`src/rtl/serial_rx_pkg.sv`:
```
// rtl/serial_rx_pkg.sv - shared state encoding and frame helpers for the serial receiver
package serial_rx_pkg;

    localparam logic [1:0] S_IDLE   = 2'd0;
    localparam logic [1:0] S_DATA   = 2'd1;
    localparam logic [1:0] S_PARITY = 2'd2;
    localparam logic [1:0] S_STOP   = 2'd3;

    typedef enum logic [1:0] {
        IDLE   = S_IDLE,
        DATA   = S_DATA,
        PARITY = S_PARITY,
        STOP   = S_STOP
    } state_t;

    // Total line cycles of one frame: start + data + optional parity + stop.
    function automatic int frame_len(input int n, input int parity_en);
        return n + 2 + parity_en;
    endfunction

endpackage

```
`src/rtl/rx_bit_shifter.sv`:
```
// rtl/rx_bit_shifter.sv - indexed one-bit-per-cycle capture register for received data
module rx_bit_shifter #(
    parameter int N = 8
) (
    input  logic                 clk,
    input  logic                 reset,
    input  logic                 load_en,
    input  logic [$clog2(N)-1:0] bit_idx,
    input  logic                 bit_in,
    input  logic                 clr,
    output logic [N-1:0]         data
);

    // Clear at frame start, otherwise steer the incoming bit to its slot.
    always_ff @(posedge clk or posedge reset) begin
        if (reset) begin
            data <= '0;
        end else if (clr) begin
            data <= '0;
        end else if (load_en) begin
            data[bit_idx] <= bit_in;
        end
    end

endmodule

```
`src/rtl/serial_rx_frame_ctrl.sv`:
```
// rtl/serial_rx_frame_ctrl.sv - framed serial receiver with parity/stop checks and one-entry output buffer
module serial_rx_frame_ctrl
    import serial_rx_pkg::*;
#(
    parameter int N         = 8,
    parameter int PARITY_EN = 1
) (
    input  logic         clk,
    input  logic         reset,
    input  logic         enable,
    input  logic         data_in,
    input  logic         out_ready,
    output logic         out_valid,
    output logic [N-1:0] out_data,
    output logic         parity_err,
    output logic         frame_err,
    output logic         overrun,
    output logic         busy
);

    localparam int CW = $clog2(N);

    state_t          state;
    state_t          state_nxt;
    logic [CW-1:0]   bit_cnt;
    logic [CW-1:0]   bit_cnt_nxt;
    logic            par_ok;
    logic [N-1:0]    shift_data;
    logic            clr;
    logic            load_en;
    logic            ferr_d;
    logic            perr_d;
    logic            word_good;

    rx_bit_shifter #(.N(N)) u_shifter (
        .clk     (clk),
        .reset   (reset),
        .load_en (load_en),
        .bit_idx (bit_cnt),
        .bit_in  (data_in),
        .clr     (clr),
        .data    (shift_data)
    );

    // Frame sequencing: next state, bit counter and stop-bit verdict.
    always_comb begin
        state_nxt   = state;
        bit_cnt_nxt = bit_cnt;
        clr         = 1'b0;
        load_en     = 1'b0;
        ferr_d      = 1'b0;
        perr_d      = 1'b0;
        word_good   = 1'b0;
        case (state)
            IDLE: begin
                if (enable && !data_in) begin
                    state_nxt   = DATA;
                    bit_cnt_nxt = '0;
                    clr         = 1'b1;
                end
            end
            DATA: begin
                load_en = 1'b1;
                if (bit_cnt == CW'(N - 1)) begin
                    state_nxt   = (PARITY_EN != 0) ? PARITY : STOP;
                    bit_cnt_nxt = '0;
                end else begin
                    bit_cnt_nxt = bit_cnt + 1'b1;
                end
            end
            PARITY: begin
                state_nxt = STOP;
            end
            STOP: begin
                state_nxt = IDLE;
                // A low stop bit outranks a parity mismatch.
                if (!data_in) begin
                    ferr_d = 1'b1;
                end else if (!par_ok) begin
                    perr_d = 1'b1;
                end else begin
                    word_good = 1'b1;
                end
            end
            default: begin
                state_nxt = IDLE;
            end
        endcase
    end

    // State and bit counter registers.
    always_ff @(posedge clk or posedge reset) begin
        if (reset) begin
            state   <= IDLE;
            bit_cnt <= '0;
        end else begin
            state   <= state_nxt;
            bit_cnt <= bit_cnt_nxt;
        end
    end

    // Parity verdict; frames without a parity bit are always parity-clean.
    always_ff @(posedge clk or posedge reset) begin
        if (reset) begin
            par_ok <= 1'b0;
        end else if (clr) begin
            par_ok <= 1'b1;
        end else if (state == PARITY) begin
            par_ok <= (data_in == ^shift_data);
        end
    end

    // Output buffer, handshake and registered error/overrun pulses.
    always_ff @(posedge clk or posedge reset) begin
        if (reset) begin
            out_valid  <= 1'b0;
            out_data   <= '0;
            frame_err  <= 1'b0;
            parity_err <= 1'b0;
            overrun    <= 1'b0;
        end else begin
            frame_err  <= ferr_d;
            parity_err <= perr_d;
            overrun    <= 1'b0;
            if (word_good && (!out_valid || out_ready)) begin
                out_data  <= shift_data;
                out_valid <= 1'b1;
            end else begin
                if (word_good) begin
                    overrun <= 1'b1;
                end
                if (out_valid && out_ready) begin
                    out_valid <= 1'b0;
                end
            end
        end
    end

    assign busy = (state != IDLE);

endmodule

```
`config.mk`:
```
export PLATFORM = sky130hd
export DESIGN_NAME = serial_rx_frame_ctrl
export DESIGN_NICKNAME = d
export VERILOG_FILES = /design/src/rtl/serial_rx_pkg.sv /design/src/rtl/rx_bit_shifter.sv /design/src/rtl/serial_rx_frame_ctrl.sv
export SDC_FILE = /design/constraint.sdc
export NUM_CORES = 1
export LEC_CHECK = 0
export CAP_MARGIN = 25
export CORE_UTILIZATION = 54
export DETAILED_ROUTE_END_ITERATION = 12
export GPL_TIMING_DRIVEN = 0
export PLACE_DENSITY = 0.79
export SETUP_SLACK_MARGIN = 0.5
export SYNTH_ARGS = -nofsm -noshare
export SYNTH_HDL_FRONTEND = slang
export SYNTH_SLANG_ARGS = --single-unit
```
`constraint.sdc`:
```
create_clock -name clk -period 2.41 [get_ports clk]
set_input_delay 0.241 -clock clk [delete_from_list [all_inputs] [get_ports clk]]
set_output_delay 0.241 -clock clk [all_outputs]
set_load 0.1 [all_outputs]
```
==> Word level (Yosys, flattened, before mapping) <==
Cells that the tools add are included.
{ "totals": {"regBits": 26, "latch_bits": 0, "ramBits": 0, "romBits": 0, "input_bits": 5, "out_inout_bits": 13, "elab_cells": 63, "memories": 0} }
{ "classes": {"add_sub_neg": 1, "mul": 0, "n_div": 0, "n_lt_le_gt_ge": 2, "eq_ne": 7, "shifts": 0, "muxes": 28, "bitwise": 0, "n_reduce_logical": 16} }
{ "op_table": {"columns": ["cell", "count"], "rows": [
  ["$mux W1", 18],
  ["$mux W8", 2],
  ["$reduce_bool A2 Y1", 5],
  ["$bwmux W8", 1],
  ["$pmux W2 S4", 1],
  ["$reduce_xor A8 Y1", 1],
  ["$mux W3", 2],
  ["$pmux W3 S2", 1],
  ["$eq A2 B2 Y1 const B", 2],
  ["$logic_and A1 B1 Y1", 4],
  ["$lt A3 B4 Y1 const B", 1],
  ["$mux W2", 2],
  ["$ne A2 B2 Y1 const B", 2],
  ["$reduce_and A2 Y1", 2],
  ["$add A3 B1 Y3 const B", 1],
  ["$demux W1 S3", 1],
  ["$eq A3 B3 Y1 const B", 1],
  ["$ge A3 B1 Y1 const B", 1],
  ["$eq A2 B1 Y1 const B", 1],
  ["$logic_not A1 Y1", 2],
  ["$logic_not A2 Y1", 1],
  ["$eq A1 B1 Y1", 1],
  ["$logic_or A1 B1 Y1", 1]
]} }

==> Longest topological paths before layout <==
Gate-level depths: netlist of run 1.
{ "depth": {"word_depth": 7, "ltp_mapped": 6, "ltp_nobuf": 6} }

==> Hierarchy <==
Synthesis of run 1 repeated with hierarchy kept, for this count alone.
{ "hier_totals": {"hier_cells": 106, "hier_area_um2": 1296.2} }
{ "modules_own_cells": {"columns": ["mod", "n_inst", "cells_per_inst", "area_per_inst_um2", "seq_area_each_um2"], "rows": [
  ["serial_rx_frame_ctrl", 1, 71, 865.8, 450.4],
  ["rx_bit_shifter", 1, 35, 430.4, 200.2]
]} }

==> Worst setup path after synthesis of run 1 <==
OpenSTA, ideal clock, no wires.
{ "synth_path": {"path_kind": "flip-flop to flip-flop", "from": "register state[0]", "to": "register bit_cnt[0]", "setup_ps": 65, "arrival_time_ps": 1825, "required_time_ps": 2345, "path_slack_ps": 521, "stages_incl_launch_ff": 7, "path_buffers": 0, "synth_period_minus_slack_ps": 1889, "cell_sequence": "dfrtp_1 -> inv_1 -> ha_1 -> inv_1 -> o21ai_0 -> nor2_1 -> mux2_2"} }
{ "synth_between": {"elab_chain_len": 3, "elab_cells_between_ends": 6, "classes_between": "eq/ne (2); mux (1); reduce/logical (3)"} }
{ "synth_lines": {"columns": ["item", "line_no", "rtl"], "rows": [
  ["start, declared", "serial_rx_frame_ctrl.sv:23", "state_t state;"],
  ["start signal, assigned", "serial_rx_frame_ctrl.sv:97", "state <= state_nxt;"],
  ["$eq A2 B1 Y1 or $logic_not A2 Y1 (tied branches)", "serial_rx_frame_ctrl.sv:54", "case (state)"],
  ["$reduce_bool A2 Y1 (no line) or $ne A2 B2 Y1 (tied branches)", null, null],
  ["$reduce_and A2 Y1 (no line)", null, null],
  ["end signal, assigned", "serial_rx_frame_ctrl.sv:98", "bit_cnt <= bit_cnt_nxt;"],
  ["end, declared", "serial_rx_frame_ctrl.sv:25", "logic [CW-1:0] bit_cnt;"]
]} }
Several ways; a longest one is shown, not always the timed one.
A chain may end at the register's enable or synchronous reset.

==> Worst setup path after layout of run 1 <==
{ "layout_path": {"from": "register out_valid", "to": "output out_valid"} }
{ "layout_rtl": {"columns": ["item", "line_no", "rtl"], "rows": [
  ["start, declared", "serial_rx_frame_ctrl.sv:13", "output logic out_valid,"],
  ["start signal, assigned", "serial_rx_frame_ctrl.sv:116", "out_valid <= 1'b0;"],
  ["start signal, assigned", "serial_rx_frame_ctrl.sv:127", "out_valid <= 1'b1;"],
  ["start signal, assigned", "serial_rx_frame_ctrl.sv:133", "out_valid <= 1'b0;"]
]} }
No word-level cell between the ends.

==> flow_results.org, run 1 <==
** Global route
- Total track usage :: 0.1945
- The initial antenna violation count was 0.
- The number of global-route vias before repair is about 850.
- Global route overflow :: 0
- Entering global routing, the biggest net connects 27 pins.
- First-pass GRT wire length :: 3553 um

** Synthesis
- Counting every net in the synthesized netlist gives 126.
- The synthesized design spends more area on one cell type than any other, namely sky130_fd_sc_hd__dfrtp_1.
- Synthesis inferred 26 register bits.
- Sequential-to-total area share from yosys stat :: 0.5221
- Portion of synthesized cell area occupied by the leading cell type :: 0.5221
- During synthesis, Yosys emitted a total of 0 warnings.
- In this run the cell area of the synthesized design comes to between 1000 and 1500 um2.
- Synth area leaders :: sky130_fd_sc_hd__dfrtp_1, sky130_fd_sc_hd__mux2_2, sky130_fd_sc_hd__ha_1
- Mean post-synth cell area :: approximately 11 um2
- Synthesis instantiated 25 different standard cells from the library.
- Synthesis handed over a netlist of between 100 and 150 instances.

** Place
- Port bufs :: 17
- Routability-driven placement finished with a final weighted congestion of 0.7532.
- After legalization and detailed placement, the total HPWL measured about 1500 um.
- Post-Place Setup Slack :: around 200 ps

** Critical path
- Register-to-Register Setup Slack :: 810 ps
- Largest delay contributor family on the critical path :: buffers and inverters
- CP Max Fanout :: 2
- Walking the worst path, the cells encountered are dlygate4sd2_1.
- Slowest-stage cell, CP :: sky130_fd_sc_hd__dlygate4sd2_1
- Worst reg-to-reg path cell count :: 5
- Crit-path max cell delay :: between 800 and 900 ps
- The critical path is of the flip-flop to output pin type.
- Startpoint of the lowest-slack register-to-register path :: state[1]
- The endpoint identified for the worst register-to-register timing path is u_shifter.data[2].
- Worst Path Buf+Inv :: 1
- STA classifies the critical path startpoint as a flip-flop.
- The worst setup path is captured at an output pin.
- Worst endpoint data arrival time :: approximately 1600 ps
- Data required time at the worst endpoint :: around 2200 ps

** STA
- For the pin with the worst max-slew slack, the measured transition is between 900 and 1000 ps.
- The final count of pins violating max slew is 0.
- The number of hold violations in the final report was 0.
- Worst clock skew :: about 2 ps
- Final count of negative-setup-slack endpoints :: 0
- Fmax :: about 550 MHz
- Headroom to the max-slew limit came out at 0.3604.
- Subtracting the final worst setup slack from the clock period gives around 1800 ps.
- Setup tns final :: 0 ps
- Final period util :: 0.7478
- Setup repair after global routing missed its margin :: no
- Final critical-path setup slack :: a little over 600 ps

** Clock tree
- Max Buffers Root-to-Sink :: 2
- TritonCTS Buffers :: 3
- After clock tree synthesis, the clock-pin slew on the worst setup and hold paths is ~130 ps.
- TritonCTS built the clock tree.
- In this run the number of H-tree levels came out at 1.
- Clock Sinks :: 26
- Worst skew pair latency :: between 300 and 400 ps
- Clk Tree Root Cell :: sky130_fd_sc_hd__clkbuf_4
- Post-CTS timing repair inserted 0 buffers for setup.

** Detailed routing
- For this run, design rule violations remaining after detail routing come to 0.
- For this block, the initial DRC count from the detailed router was 11.
- Summed over all layers, the routed wires come to around 2100 um.
- DR WL/cell :: 13.00 um
- Count of antenna-violating nets left after detailed routing :: 0
- Summing over every cut layer, the via total after detailed routing is 888.
- Using the TritonRoute via totals, the vias-per-cell ratio works out to ~5.4.
- TritonRoute pass-1 iters :: 6

** Finish
- Of the cells placed in the final design, the portion with a size suffix greater than 1 is 0.1250.
- Final-layout fill cell count :: 172
- Area overhead of the layout relative to synthesis :: 18.07%
- In the layout the commonest cells are sky130_fd_sc_hd__dfrtp_1, sky130_fd_sc_hd__nand2_1, sky130_fd_sc_hd__dlygate4sd2_1.
- # nets final :: about 150
- Ant. Diodes :: 0
- Commonest non-fill, non-tap cell in the layout :: sky130_fd_sc_hd__dfrtp_1

** Die
- Starting utilization of the core area :: 0.5688
- Width of the chip :: 50.04 um
- Overall die area :: between 2000 and 3000 um2
- Vert. Die Dim :: about 50 um
- Standard-cell row count :: 17
- Floorplan core area :: ~2200 um2
- Ports :: 18

** Hold path
- The tightest min-delay check is of the input port to asynchronous set/reset pin type.

** Status
- The flow ran to the end, and the final reports show no timing, DRC or antenna violations.

** Flow run
- Max-cap violations :: 0
registers in the layout (all words and copies together), names as in the netlist:
signal          flops
out_data            8
parity_err          1
state               2
out_valid           1
bit_cnt             3
overrun             1
par_ok              1
frame_err           1
u_shifter.data      8
per-layer routing:
| layer | wire length (um) | GRT usage | up-vias |
|---|---|---|---|
| met2 | 1013 | 0.3156 | 23 |
| met4 | 54 | 0.1190 | 0 |
| met1 | 996 | 0.2322 | 429 |
| met3 | 68 | 0.04321 | 8 |
| met5 | 0 | 0 | - |
| li1 | - | - | 428 |
metrics by stage:
step	cell area, um2	instances	utilization	hold slack, ps
after CTS	1460	163	0.6665	473.8
after global routing	1471	164	0.6716	268.9
after detailed placement	1451	160	0.6625	468.7
final	1471	164	0.6716	232.4
after global placement	1451	160	0.6625	457.2
after floorplan	1246	115	-	281.0
final cells by class:
class | count | area, um2 | share of cell area
Multi-Input combinational cell | 77 | 543.0 | 0.3690
Sequential cell | 26 | 650.6 | 0.4422
Tap cell | 28 | 35.03 | 0.02381
Buffer | 4 | 22.52 | 0.01531
Clock buffer | 3 | 22.52 | 0.01531
Inverter | 8 | 30.03 | 0.02041
Timing Repair Buffer | 18 | 167.7 | 0.1139
kinds of logic (layout without fill, tap and decap cells):
group | Yosys count | after routing | synth area share
and+or+nand+nor | 37 | 37 | 0.1466
adders and majority gates | 6 | 6 | 0.06024
muxes | 10 | 10 | 0.08936
xor gates and xnor gates | 7 | 7 | 0.06024
DFF | 26 | 26 | 0.5221
AOI/OAI and AO/OA | 17 | 17 | 0.07931
buffers and inverters | 12 | 33 | 0.04217
how the worst max path moves through the flow:
stage / start / end / slack [ps] / cells past startpoint
3_5_place_dp: state[0] / busy / 200 / 4
3_3_place_gp: state[0] / busy / 220 / 4
4_1_cts: state[0] / busy / 400 / 4
5_1_grt: state[0] / busy / 550 / 4
6_report: out_valid / out_valid / 610 / 1
2_1_floorplan: state[0] / bit_cnt[0] / 520 / 6
Yosys cell counts:
cell type / number
sky130_fd_sc_hd__o21ai_1: 1
sky130_fd_sc_hd__nand4_1: 1
sky130_fd_sc_hd__nor2_1: 6
sky130_fd_sc_hd__and3_1: 1
sky130_fd_sc_hd__nor2b_1: 5
sky130_fd_sc_hd__nor3b_1: 2
sky130_fd_sc_hd__xnor3_1: 1
sky130_fd_sc_hd__ha_1: 6
sky130_fd_sc_hd__mux2_2: 9
sky130_fd_sc_hd__o32a_1: 1
sky130_fd_sc_hd__nand2b_1: 2
sky130_fd_sc_hd__a21oi_1: 3
sky130_fd_sc_hd__xor2_1: 1
sky130_fd_sc_hd__a32o_1: 1
sky130_fd_sc_hd__xnor2_1: 5
sky130_fd_sc_hd__a22o_1: 1
sky130_fd_sc_hd__mux2i_1: 1
sky130_fd_sc_hd__nand3_1: 6
sky130_fd_sc_hd__buf_4: 2
sky130_fd_sc_hd__o21ai_0: 10
sky130_fd_sc_hd__nand3_2: 1
sky130_fd_sc_hd__inv_1: 8
sky130_fd_sc_hd__clkbuf_1: 2
sky130_fd_sc_hd__dfrtp_1: 26
sky130_fd_sc_hd__nand2_1: 13
repair_timing:
action	CTS	global route
setup endpoints to repair	13	1
gates resized for setup	15	3
hold buffers	0	0
Power of run 1 is left out: the tool's default activity adds up to more than one toggle a clock period on the data nets, which glitch-free logic cannot reach.
==> inputs of run 2 (changes only) <==
--- a/config.mk
+++ b/config.mk
@@ -6,10 +6,10 @@
 export NUM_CORES = 1
 export LEC_CHECK = 0
 export CAP_MARGIN = 25
-export CORE_UTILIZATION = 54
+export CORE_UTILIZATION = 47
 export DETAILED_ROUTE_END_ITERATION = 12
 export GPL_TIMING_DRIVEN = 0
-export PLACE_DENSITY = 0.79
+export PLACE_DENSITY = 0.73
 export SETUP_SLACK_MARGIN = 0.5
 export SYNTH_ARGS = -nofsm -noshare
 export SYNTH_HDL_FRONTEND = slang
==> constraint.sdc (replaced) <==
create_clock -name clk -period 1.5 [get_ports clk]
set_input_delay 0.15 -clock clk [delete_from_list [all_inputs] [get_ports clk]]
set_output_delay 0.15 -clock clk [all_outputs]
set_load 0.1 [all_outputs]
==> run 2 against run 1 <==
Net effect:
- the run now ends with setup timing left
- clock skew rose by 11 ps
- critical path depth is 4 higher
- sequential share of layout area decreased by 11 points
- cell count is 12% higher
- non-clock buffer count grew 16
==> flow_results.org, run 2 (synthesis gave the netlist of run 1 again) <==
** STA
- Static timing analysis puts the maximum clock frequency at ~630 MHz.
- Worst clock skew :: 12.73 ps
- For the pin with the worst max-slew slack, the measured transition is between 500 and 600 ps.
- The number of hold violations in the final report came to 0.
- The final count of pins violating max slew was 0.
- Setup repair after global routing could not meet its margin everywhere.
- Dividing the final minimum period by the clock period gives 1.052.
- Rel. slew slack :: 0.6127
- After routing, the total negative slack on setup checks comes to -502.5 ps.
- After layout, the worst setup slack is -78.09 ps.
- After layout, the minimum clock period comes to between 1500 and 2000 ps.
- Setup violations remaining at the end of the flow were counted as 9.

** Status
- Outcome :: complete, but fails checks
- The checks that failed: setup timing.

** Detailed routing
- Number of DRC markers in iteration 0 :: 13
- Routed wire length :: 2891 um
- DR WL/cell :: 15.80 um
- For this block, the via count after detailed routing is around 980.
- The pre-antenna-repair detailed-routing pass consisted of 4 iterations.
- Total DRC errors in the routed layout :: 0
- Number of vias per cell after detailed routing :: ~5.3
- Once detail routing completed, the nets flagged for antenna violations numbered 0.

** Hold path
- Hold Path Class :: input port to asynchronous set/reset pin

** Place
- Summing all placed instances gives a cell area of 1531 um2.
- Post-Place Setup Slack :: -516.3 ps
- Weighted congestion reported at the end of routability-driven placement :: between 0.7 and 0.8
- HPWL after detailed placement :: between 1500 and 2000 um
- The count of buffers added on input and output ports is 17.

** Global route
- Number of global-route vias before repair :: about 1000
- Global route overflow :: 0
- First-pass GRT wire length :: approximately 4300 um
- Initial antenna violation count :: 0
- For this run, the total global-route usage over all layers was measured as 0.2153.
- Entering global routing, the biggest net connects 27 pins.

** Finish
- Sequential cell area :: around 670 um2
- Once layout is complete, the utilization of the core stands at 0.8093.
- The final layout contains 165 nets.
- Largest regs :: out_data (8), u_shifter.data (8), bit_cnt (3)
- Area overhead of the layout relative to synthesis :: 62.35%
- Share of post-route cells with drive strength above 1 :: 0.6078
- Area of the multi-input gates :: 765.7 um2
- Fill cells in the final layout number between 100 and 150.
- After routing the design area is 2023 um2.
- Leading cell types in the layout, fill and taps excluded :: sky130_fd_sc_hd__buf_4, sky130_fd_sc_hd__dfrtp_1, sky130_fd_sc_hd__dfrtp_2, sky130_fd_sc_hd__buf_12, sky130_fd_sc_hd__nand2_1
- Leaving out fill and tap cells, the most frequent cell in the layout is sky130_fd_sc_hd__buf_4.
- Ant. Diodes :: 0

** Critical path
- The setup path with the least slack is of type flip-flop to flip-flop.
- The worst setup path is captured at a flip-flop.
- Among cell families on the critical path, the largest total delay comes from flip-flops.
- The slowest stage of the critical path is the sky130_fd_sc_hd__dfrtp_1 cell.
- Crit-path max cell delay :: about 460 ps
- Across all register-to-register paths, the minimum setup slack is -80 ps.
- STA classifies the critical path startpoint as a flip-flop.
- Worst-path cell chain :: ha_2 > nand3_2 > nor2b_1 > buf_6 > mux2_4
- Data required time at the worst endpoint :: roughly 1700 ps
- STA puts the critical path data arrival time at between 1500 and 2000 ps.
- Together, buffers and inverters on the worst path number 1.
- CP Max Fanout :: 8

** Die
- In this run the vertical extent of the chip is 53.49 um.
- Standard-cell row count :: 18
- For this configuration, the core starts out at a cell density of 0.4985.
- In this run the horizontal extent of the chip is approximately 53 um.
- Overall die area :: around 2900 um2
- Ports :: 18
- The floorplan step defined a core boundary enclosing 2500 um2.

** Clock tree
- Clock-pin slew was measured on the worst setup and hold paths at approximately 160 ps.
- The root buffer cell chosen for the clock tree is sky130_fd_sc_hd__clkbuf_4.
- TritonCTS built the clock tree.
- Counting every sink on the clock net gives 26.
- CTS H-tree depth :: 1
- TritonCTS Buffers :: 3
- Max Buffers Root-to-Sink :: 2
- For the worst-skew pair, the clock arrives at the later sink with an insertion delay of 340 ps.

** Power
- Dividing total power by cell area gives a power density of about 2400 nW/um2.
- IR analysis of the VDD net gives a maximum drop of just under 2 mV.
- In this run the static leakage power is 0.0008730 uW.
- Power consumption :: about 4900 uW

** Flow run
- Max-cap violations :: 0
## run 2: worst register-to-register path: cells and delay by family (launching register included)
family / cells / cell delay, ps
adder cells (fa/ha/maj): 1 / 240
flip-flops: 1 / 460
buffers and inverters: 1 / 180
AND/OR/NAND/NOR: 2 / 280
multiplexers: 1 / 310
## run 2: stage by stage
step / cells / hold WS, ps
2_1_floorplan: 115 / 189.3
3_3_place_gp: 162 / 457.6
3_5_place_dp: 162 / 470.7
4_1_cts: 178 / 209.1
5_1_grt: 183 / 238.3
6_report: 183 / 187.2
## run 2: repair_timing
action / 4_1_cts / 5_1_grt
hold buffers: 0 / 0
setup buffers: 12 / 5
pin swaps: 7 / 13
resized for setup: 124 / 42
endpoints found under the setup margin: 47 / 35
## run 2: layout make-up
class / count / share of cell area
Tap cell: 30 / 0.01855
Buffer: 4 / 0.01299
Clock inverter: 1 / 0.01484
Multi-Input combinational cell: 77 / 0.3785
Clock buffer: 3 / 0.01113
Inverter: 8 / 0.01855
Sequential cell: 26 / 0.3309
Timing Repair Buffer: 34 / 0.2146
## run 2: worst paths after layout
| kind | from | end | cells past startpoint |
|---|---|---|---|
| hold reg to reg | par_ok | parity_err | 1 |
| setup / recovery | state[0] | out_data[7] | 5 |
| max in group asynchronous | reset | out_valid | 2 |
| setup reg to reg | state[0] | out_data[7] | 5 |
| hold / removal | reset | u_shifter.data[5] | 2 |
| min in group clk | out_ready | out_valid | 3 |
## run 2: metal layers
metal / vias up / share of wire / global-route usage
met5: - / 0 / 0
met2: 18 / 0.53 / 0.3958
met1: 489 / 0.42 / 0.2446
li1: 463 / - / -
met3: 7 / 0.019 / 0.02586
met4: 0 / 0.024 / 0.09211
## run 2: where the power goes
group,internal [uW],total (uW),switching [uW]
registers,975,1260,283
clock network,271,501,231
logic,1460,3150,1690
total,2700,4910,2210
Power figures use the tool's default switching activity.
==> inputs of run 3 (changes only) <==
--- a/config.mk
+++ b/config.mk
@@ -5,8 +5,10 @@
 export SDC_FILE = /design/constraint.sdc
 export NUM_CORES = 1
 export LEC_CHECK = 0
+export ABC_CLOCK_PERIOD_IN_PS = 1500
 export CAP_MARGIN = 25
 export CORE_UTILIZATION = 47
+export CTS_CLUSTER_DIAMETER = 30
 export DETAILED_ROUTE_END_ITERATION = 12
 export GPL_TIMING_DRIVEN = 0
 export PLACE_DENSITY = 0.73
==> results of run 3 <==
The final DEF is identical to that of run 2; final timing and power are the same.
